==> src/rtl/serial_cmp_pkg.sv <==
// rtl/serial_cmp_pkg.sv - shared types, result encoding and sizing helper for serial_magnitude_comparator
package serial_cmp_pkg;

   typedef enum logic [1:0] {
      IDLE  = 2'd0,
      SHIFT = 2'd1,
      DONE  = 2'd2
   } state_t;

   // Two-bit comparison result: equal until a differing bit decides it.
   localparam logic [1:0] RES_EQ = 2'b00;
   localparam logic [1:0] RES_GT = 2'b01;
   localparam logic [1:0] RES_LT = 2'b10;

   // The counter must hold N-1; clog2(N) bits do that, with a floor of one bit.
   function automatic int cnt_width(input int n);
      return (n <= 1) ? 1 : $clog2(n);
   endfunction

endpackage

==> src/rtl/serial_cmp_bit_cell.sv <==
// rtl/serial_cmp_bit_cell.sv - one MSB-first comparison step with a sticky decision
module serial_cmp_bit_cell
   import serial_cmp_pkg::*;
(
   input  logic       a_bit,
   input  logic       b_bit,
   input  logic       decided,
   input  logic [1:0] result,
   output logic       next_decided,
   output logic [1:0] next_result
);

   // The first differing bit fixes the result; later bits never override it.
   always_comb begin
      next_decided = decided;
      next_result  = result;
      if (!decided) begin
         if (a_bit && !b_bit) begin
            next_decided = 1'b1;
            next_result  = RES_GT;
         end else if (!a_bit && b_bit) begin
            next_decided = 1'b1;
            next_result  = RES_LT;
         end
      end
   end

endmodule

==> src/rtl/serial_magnitude_comparator.sv <==
// rtl/serial_magnitude_comparator.sv - bit-serial unsigned comparator, optional SERIAL_CMP_EARLY_EXIT_EN
module serial_magnitude_comparator
   import serial_cmp_pkg::*;
#(
   parameter int N = 3
) (
   input  logic         clk,
   input  logic         rst,
   input  logic         in_valid,
   output logic         in_ready,
   input  logic [N-1:0] a,
   input  logic [N-1:0] b,
   output logic         out_valid,
   input  logic         out_ready,
   output logic         greater,
   output logic         equal,
   output logic         lesser,
   output logic         busy
);

   localparam int CW = cnt_width(N);
   localparam logic [CW-1:0] CNT_INIT = CW'(N - 1);

   state_t        state;
   logic [N-1:0]  a_sh;
   logic [N-1:0]  b_sh;
   logic [CW-1:0] cnt;
   logic          decided;
   logic [1:0]    result;
   logic          next_decided;
   logic [1:0]    next_result;
   logic          finish;

   serial_cmp_bit_cell u_bit_cell (
      .a_bit        (a_sh[N-1]),
      .b_bit        (b_sh[N-1]),
      .decided      (decided),
      .result       (result),
      .next_decided (next_decided),
      .next_result  (next_result)
   );

`ifdef SERIAL_CMP_EARLY_EXIT_EN
   // Stop on the bit that first decides; equal operands still run all N bits.
   assign finish = (cnt == '0) || (next_decided && !decided);
`else
   // Fixed timing: always evaluate every bit.
   assign finish = (cnt == '0);
`endif

   // Handshake FSM, shift datapath and registered outputs.
   always_ff @(posedge clk or posedge rst) begin
      if (rst) begin
         state     <= IDLE;
         a_sh      <= '0;
         b_sh      <= '0;
         cnt       <= '0;
         decided   <= 1'b0;
         result    <= RES_EQ;
         in_ready  <= 1'b1;
         out_valid <= 1'b0;
         greater   <= 1'b0;
         equal     <= 1'b0;
         lesser    <= 1'b0;
         busy      <= 1'b0;
      end else begin
         case (state)
            IDLE: begin
               if (in_valid) begin
                  a_sh     <= a;
                  b_sh     <= b;
                  cnt      <= CNT_INIT;
                  decided  <= 1'b0;
                  result   <= RES_EQ;
                  in_ready <= 1'b0;
                  busy     <= 1'b1;
                  state    <= SHIFT;
               end
            end
            SHIFT: begin
               a_sh    <= a_sh << 1;
               b_sh    <= b_sh << 1;
               cnt     <= cnt - CW'(1);
               decided <= next_decided;
               result  <= next_result;
               if (finish) begin
                  out_valid <= 1'b1;
                  greater   <= (next_result == RES_GT);
                  lesser    <= (next_result == RES_LT);
                  equal     <= (next_result == RES_EQ);
                  state     <= DONE;
               end
            end
            DONE: begin
               if (out_ready) begin
                  out_valid <= 1'b0;
                  greater   <= 1'b0;
                  equal     <= 1'b0;
                  lesser    <= 1'b0;
                  busy      <= 1'b0;
                  in_ready  <= 1'b1;
                  state     <= IDLE;
               end
            end
            default: begin
               state <= IDLE;
            end
         endcase
      end
   end

endmodule

==> config.mk <==
export PLATFORM = sky130hd
export DESIGN_NAME = serial_magnitude_comparator
export DESIGN_NICKNAME = d
export VERILOG_FILES = /design/src/rtl/serial_cmp_pkg.sv /design/src/rtl/serial_cmp_bit_cell.sv /design/src/rtl/serial_magnitude_comparator.sv
export SDC_FILE = /design/constraint.sdc
export NUM_CORES = 1
export LEC_CHECK = 0
export CORE_AREA = 2 2 48 50
export CTS_CLUSTER_SIZE = 12
export DETAILED_ROUTE_END_ITERATION = 8
export DIE_AREA = 0 0 50 52
export PLACE_DENSITY = 0.74
export SYNTH_ARGS = -nofsm -noshare
export SYNTH_HDL_FRONTEND = slang
export SYNTH_SLANG_ARGS = --single-unit
export TNS_END_PERCENT = 1
==> constraint.sdc <==
create_clock -name clk -period 1.4 [get_ports clk]
set_input_delay 0.14 -clock clk [delete_from_list [all_inputs] [get_ports clk]]
set_output_delay 0.14 -clock clk [all_outputs]
set_load 0.02 [all_outputs]
==> out/summary.txt, run 1 <==
status: finished, final reports clean
via count: 851
commonest non-fill, non-tap cell in the layout: dfrtp_1
CP Max Fanout: 3
Tmin final: 1.33 ns
R2R Setup Slk: 0.08 ns
PortBufs: 15
achievable frequency: 752 MHz
DP HPWL: 1.60 mm
Clock transition at path regs: 0.11 ns
Synth Net Count: 121
post-CTS setup buffers: 0
worst vdd ir: 0.888 mV
drt first pass iters: 4
Post-Layout Inst Area: 0.00126 mm^2
CORE AREA: 0.00211 mm^2
area grow syn2layout: 23.7%
RSZ-0062 raised after global routing: no
Net Switching: 1.08 mW
Seq pwr share: 39.6%
Int Power: 1.51 mW
largest net degree at the start of global routing: 16
number of diodes: 0
Max Transition Viols Final: 0
final WL: 2.07 mm
start point of the critical path: in_ready
final net count: 145
CTS sink count: 19
Layout Skew: 0.00401 ns
share of cells above drive strength 1: 15.4%
worst r2r src: b_sh[2]
number of synthesized register bits: 19
Initial Util: 48.5%
P_leak: 0.579 nW
max_slew headroom: 78.5%
highest cell delay on the worst timing path: 0.56 ns
CTS root buf: clkbuf_4
number of global-route vias before repair: 820
worst hold path class: in -> async
DRC: 0
FP Rows: 17
clock insertion delay at the later pin of the skew report: 0.29 ns
Critical Path AT: 1.19 ns
Worst R2R Path Depth: 4
Switching Share: 41.8%
height of the die: 52 um
synthesized area per cell: 9.54 um^2
crit path to: in_ready
Max clock buf depth: 2
Cell Pwr Density: 2050 mW/mm^2
area leader, netlist: dfrtp_1
commonest non-fill, non-tap cells in the layout: dfrtp_1 (17), a21oi_1 (11), inv_1 (11)
Clock power frac: 10.5%
setup TNS: 0 ns
post-synth top area share: 44.1%
Tcrit/Tclk final: 95.0%
Comb power frac: 49.9%
gr usage total: 18.4%
Stages on worst setup path: 1
# setup viols final: 0
Reg2Reg Capture Point: equal
initial antenna violation count: 0
Max Cap Viol: 0
sequential area share after synthesis: 46.7%
synth warn: 0
wire per inst: 13.1 um
synth top area cells: dfrtp_1 (44%), a21oi_1 (5.4%), ha_1 (4.9%)
final hold violations: 0
Netlist cell types: 30
Synth Cell Area: 0.00102 mm^2
first-pass GRT wire length: 3.60 mm
# H-tree levels: 1
critical path class: reg -> out
via density per instance: 5.39
Die W: 50 um
Crit. End Element: primary output
GPL Wtd Cong: 0.887
Syn Inst Count: 107
# IOs: 16
Worst Path Required: 1.26 ns
CP Buf/Inv Count: 1
cell family with most CP delay: flip-flops
Post-DRT Antenna Nets: 0
total gr overflow: 0
CTS Buf Count: 3
worst-margin pin slew: 0.322 ns
Startpoint Class: flop
Die Area: 0.00260 mm^2
crit-path cells: dlygate4sd2_1
DRT iter0 DRCs: 10
CP max-delay cell: dfstp_2
Placed Area: 0.00124 mm^2
CTS tree: done
[metrics by stage]
step | std cells | utilization [%] | setup WS, ns | hold WS, ns | power [mW]
after floorplan | 107 | - | 0.112 | 0.0904 | 1.93
after global placement | 154 | 58.8 | 0.0797 | 0.392 | 2.33
after detailed placement | 154 | 58.8 | 0.0687 | 0.416 | 2.37
after CTS | 158 | 59.8 | 0.0573 | 0.0905 | 2.61
after global routing | 158 | 60.0 | 0.000880 | 0.0947 | 2.82
final | 158 | 60.0 | 0.0707 | 0.0804 | 2.59
[what timing repair did]
action                                  CTS  global route
gates resized for setup                   6             2
hold buffers                              0             0
endpoints found under the hold margin     0             0
pin swaps                                 0             1
endpoints found under the setup margin    6             4
[flip-flops by register name (all words and copies together) (netlist names)]
| signal | count |
|---|---|
| cnt | 2 |
| a_sh | 3 |
| busy | 1 |
| b_sh | 3 |
| equal | 1 |
| state | 2 |
| decided | 1 |
| result | 2 |
| lesser | 1 |
| out_valid | 1 |
| greater | 1 |
| in_ready | 1 |
[cell usage after synthesis]
cell type,count
nand2_1,7
a221oi_2,1
nand2b_1,5
a22oi_1,4
nand2_2,1
mux2i_1,1
a21oi_1,11
inv_1,11
a2bb2oi_1,2
a31o_2,1
dfrtp_1,18
nand3b_4,1
buf_2,1
or2_0,1
nor2_1,5
a31oi_1,1
dfstp_2,1
nor2b_1,5
a2bb2oi_2,1
o22ai_1,1
o21bai_2,1
nand3_1,1
o211ai_1,1
ha_1,4
a211oi_1,1
o21ai_0,9
buf_4,2
and2b_1,2
o21ai_1,6
a21boi_0,1
[area by class of cell]
type	instances	area (um^2)
Sequential cell	19	478
Inverter	11	41.3
Timing Repair Buffer	22	195
Clock inverter	1	5.00
Tap cell	28	35.0
Fill cell	175	843
Multi-Input combinational cell	74	485
Clock buffer	3	22.5
[routing by layer]
layer / track usage (%) / vias to the layer above / part of all wire (%)
li1: - / 417 / -
met1: 23.2 / 408 / 45
met2: 31.4 / 21 / 50
met3: 2.59 / 5 / 2.9
met4: 8.33 / 0 / 1.8
met5: 0 / - / 0
[how the worst min path moves through the flow]
stage | startpoint | to | cells past startpoint
floorplan | rst | a_sh[0] | 1
global placement | rst | out_valid | 2
detailed placement | rst | out_valid | 2
CTS | rst | out_valid | 2
global route | rst | out_valid | 2
finish | rst | out_valid | 2
[power by group through the flow]
stage	clock network [mW]	logic, mW	registers, mW
after global placement	0	1.30	1.03
final	0.273	1.29	1.03
after global routing	0.307	1.45	1.06
after floorplan	0	0.953	0.979
after detailed placement	0	1.33	1.03
after CTS	0.286	1.30	1.02
[cells by family after synthesis]
kind of cell | synth area share, %
compound gates | 25.7
fa+ha+maj | 4.90
buf+inv | 6.00
flops | 46.7
mux | 0.980
simple gates | 15.7
No activity file was read; power rests on OpenSTA's default activity.
==> inputs of run 2 (changes only) <==
- CORE_AREA: 2 2 48 50 -> 2 2 43 45
- DIE_AREA: 0 0 50 52 -> 0 0 45 47
- DONT_BUFFER_PORTS: not set -> 1
- PLACE_DENSITY: 0.74 -> 0.72
- SYNTH_HIERARCHICAL: not set -> 1
==> run 2 against run 1 <==
Via count is 19% lower. Total power is 12% lower. Cell count is 24% lower. Sequential power hardly changed. First-iteration DRC count is 20% higher. Clock-buffer cell count stayed put. Sequential share of layout area is 7.2 points higher. Worst setup slack worse by 0.017 ns. Worst hold slack worse by 0.036 ns. Critical path depth is 4 higher. Non-clock buffer count is 13 lower. Critical path type is now reg -> reg. Largest cell class is now registers.
==> out/summary.txt, run 2 <==
Switching Share: 39.8% (-2.0 points)
Tcrit/Tclk final: 96.2% (+1.2 points)
number of synthesized flops with an enable pin: 0 (unchanged)
CTS sink count: 19 (unchanged)
Startpoint Class: flop
worst-margin pin slew: 0.286 ns (-0.0365 ns)
drt first pass iters: 4 (unchanged)
# H-tree levels: 1 (unchanged)
CTS tree: done
FP Rows: 15 (-2)
Worst Hold Depth: 2
DRC: 0 (unchanged)
Max Transition Viols Final: 0 (unchanged)
status: finished, final reports clean
worst hold start: a[0]
area leader, netlist: dfrtp_1
CORE AREA: 0.00165 mm^2 (-22%)
largest net degree at the start of global routing: 20 (+4)
first-pass GRT wire length: 2.84 mm (-21%)
Syn Inst Count: 93 (-13%)
via count: 686 (-19%)
start point of the critical path: cnt[0]
worst hold path class: in -> reg
Synth Cell Area: 926 um^2 (-9.3%)
CTS root buf: clkbuf_4
Die Area: 0.00212 mm^2 (-19%)
number of synthesized register bits: 19 (unchanged)
Comb power frac: 43.1% (-6.8 points)
share of cells above drive strength 1: 17.5% (+2.1 points)
R2R Setup Slk: 0.05 ns (-0.03 ns)
setup TNS: 0 ns (unchanged)
Clock power frac: 12.5% (+2.0 points)
Synth Net Count: 106 (-12%)
wire per inst: 14.2 um (+8.2%)
RSZ-0062 raised after global routing: yes
clock insertion delay at the later pin of the skew report: 0.30 ns (about the same)
DP HPWL: 1.23 mm (-23%)
synth warn: 6 (+6)
initial antenna violation count: 0 (unchanged)
# setup viols final: 0 (unchanged)
Max Cap Viol: 0 (unchanged)
Critical Path AT: 1.55 ns (+0.36 ns)
commonest non-fill, non-tap cell in the layout: dfrtp_1
CTS Buf Count: 3 (unchanged)
sequential area share after synthesis: 51.5% (+4.8 points)
P_leak: 0.494 nW (-15%)
Crit. End Element: flop
via density per instance: 5.72 (+6.1%)
# IOs: 16 (unchanged)
critical path class: reg -> reg
Tmin final: 1.35 ns (+0.0175 ns)
Synth top cells by count: dfrtp_1 (18), a21oi_1 (12), inv_1 (9), o21ai_0 (9)
post-synth top area share: 48.6% (+4.5 points)
Netlist cell types: 22 (-27%)
gr usage total: 19.0% (+0.60 points)
DRT iter0 DRCs: 12 (+2)
crit path to: greater
total gr overflow: 0 (unchanged)
Initial Util: 56.1% (+7.6 points)
predominant post-synthesis flop cell: dfrtp_1
worst r2r src: cnt[0]
Int Power: 1.38 mW (-8.5%)
number of global-route vias before repair: 652 (-20%)
Net Switching: 0.912 mW (-16%)
Post-DRT Antenna Nets: 0 (unchanged)
synthesized area per cell: 9.96 um^2 (+4.3%)
Max clock buf depth: 2 (unchanged)
area grow syn2layout: 14.3%
final WL: 1.70 mm (-18%)
Cell Pwr Density: 2160 mW/mm^2 (+5.5%)
final hold violations: 0 (unchanged)
Worst Path Required: 1.60 ns (+0.34 ns)
asr flop ratio synth: 100% (unchanged)
max_slew headroom: 81.0% (+2.4 points)
Reg2Reg Capture Point: greater
Clock transition at path regs: 0.12 ns (about the same)
commonest non-fill, non-tap cells in the layout: dfrtp_1 (18), a21oi_1 (12), o21ai_0 (9), inv_1 (9)
height of the die: 47 um (-9.6%)
Seq pwr share: 44.4% (+4.8 points)
GPL Wtd Cong: 0.771 (-13%)
CP Max Fanout: 5 (+2)
most common cell in the netlist: dfrtp_1
final net count: 117 (-19%)
Layout Skew: 0.00851 ns (+0.00450 ns)
Die W: 45 um (-10%)
worst vdd ir: 1.32 mV (+49%)
achievable frequency: 742 MHz (-1.3%)
Largest regs: a_sh (3), b_sh (3)
number of diodes: 0 (unchanged)
Worst R2R Path Depth: 5 (+1)
Pwr Total: 2.29 mW (-12%)
synth top area cells: dfrtp_1 (49%), a21oi_1 (6.5%), a22o_1 (5.7%)
PortBufs: 0 (-15)
-- run 2: changes by cell type in the layout (fill, tap and decap cells not counted), sizes merged, moves of 2 or more --
cell	previous run	this run
clkdlybuf4s50	9	0
a22o	0	6
dlygate4sd2	6	0
o21ai	15	9
nand2	8	4
a2bb2oi	3	0
dlygate4sd3	0	3
a22oi	4	6
nand2b	5	3
-- run 2: how the worst min path moves through the flow --
stage          endpoint
4_1_cts         a_sh[0]
3_3_place_gp    greater
2_1_floorplan   a_sh[0]
6_report        a_sh[0]
5_1_grt         b_sh[2]
3_5_place_dp    greater
-- run 2: critical path, stage by stage (launching register included) --
cell	delay, ns
dfrtp_1	0.40
inv_1	0.06
ha_2	0.17
nand3b_1	0.18
o31a_1	0.19
a22o_1	0.23
-- run 2: power by group through the flow --
stage / clock network, mW / registers (mW) / logic (mW)
global route: 0.323 / 1.05 / 1.13
CTS: 0.301 / 1.02 / 0.963
detailed placement: 0 / 1.03 / 0.941
global placement: 0 / 1.02 / 0.901
finish: 0.288 / 1.02 / 0.987
floorplan: 0 / 0.968 / 0.720
-- run 2: layout make-up --
class	instances	area, um^2
inverters	10	37.5
well taps	17	21.3
flip-flops and latches	19	477
clock buffers	3	22.5
multi-input cells	61	418
clock inverters	1	7.51
repair buffers	9	75.1
fillers	145	593
-- run 2: cell families after synthesis --
family          synth area share (%)
fa+ha+maj                       4.05
buf+inv                         5.67
flops                           51.5
mux                             1.22
compound gates                  24.5
simple gates                    13.1
-- run 2: per-layer routing --
metal | routed length (um) | GRT usage (%)
met5 | 0 | 0
met4 | 0 | 3.53
met3 | 89 | 7.69
met2 | 747 | 27.4
met1 | 868 | 27.4
-- run 2: per-stage QoR --
step	area, um^2	setup slack (ns)	hold slack, ns	cells	util (%)
finish	1060	0.0532	0.0447	120	64.1
global route	1060	-0.0298	0.0478	120	64.1
CTS	1040	0.0532	0.0353	120	63.1
detailed placement	977	-0.0103	0.0669	113	59.2
global placement	977	0.0582	0.0671	113	59.2
floorplan	926	0.114	0.0904	93	-
-- run 2: repair_timing --
item                       CTS  global route
hold buffers                 3             0
hold endpoints to repair    22             0
setup endpoints to repair    2             3
gates resized for setup      1             3
buffers inserted             0             0
gates cloned                 0             0
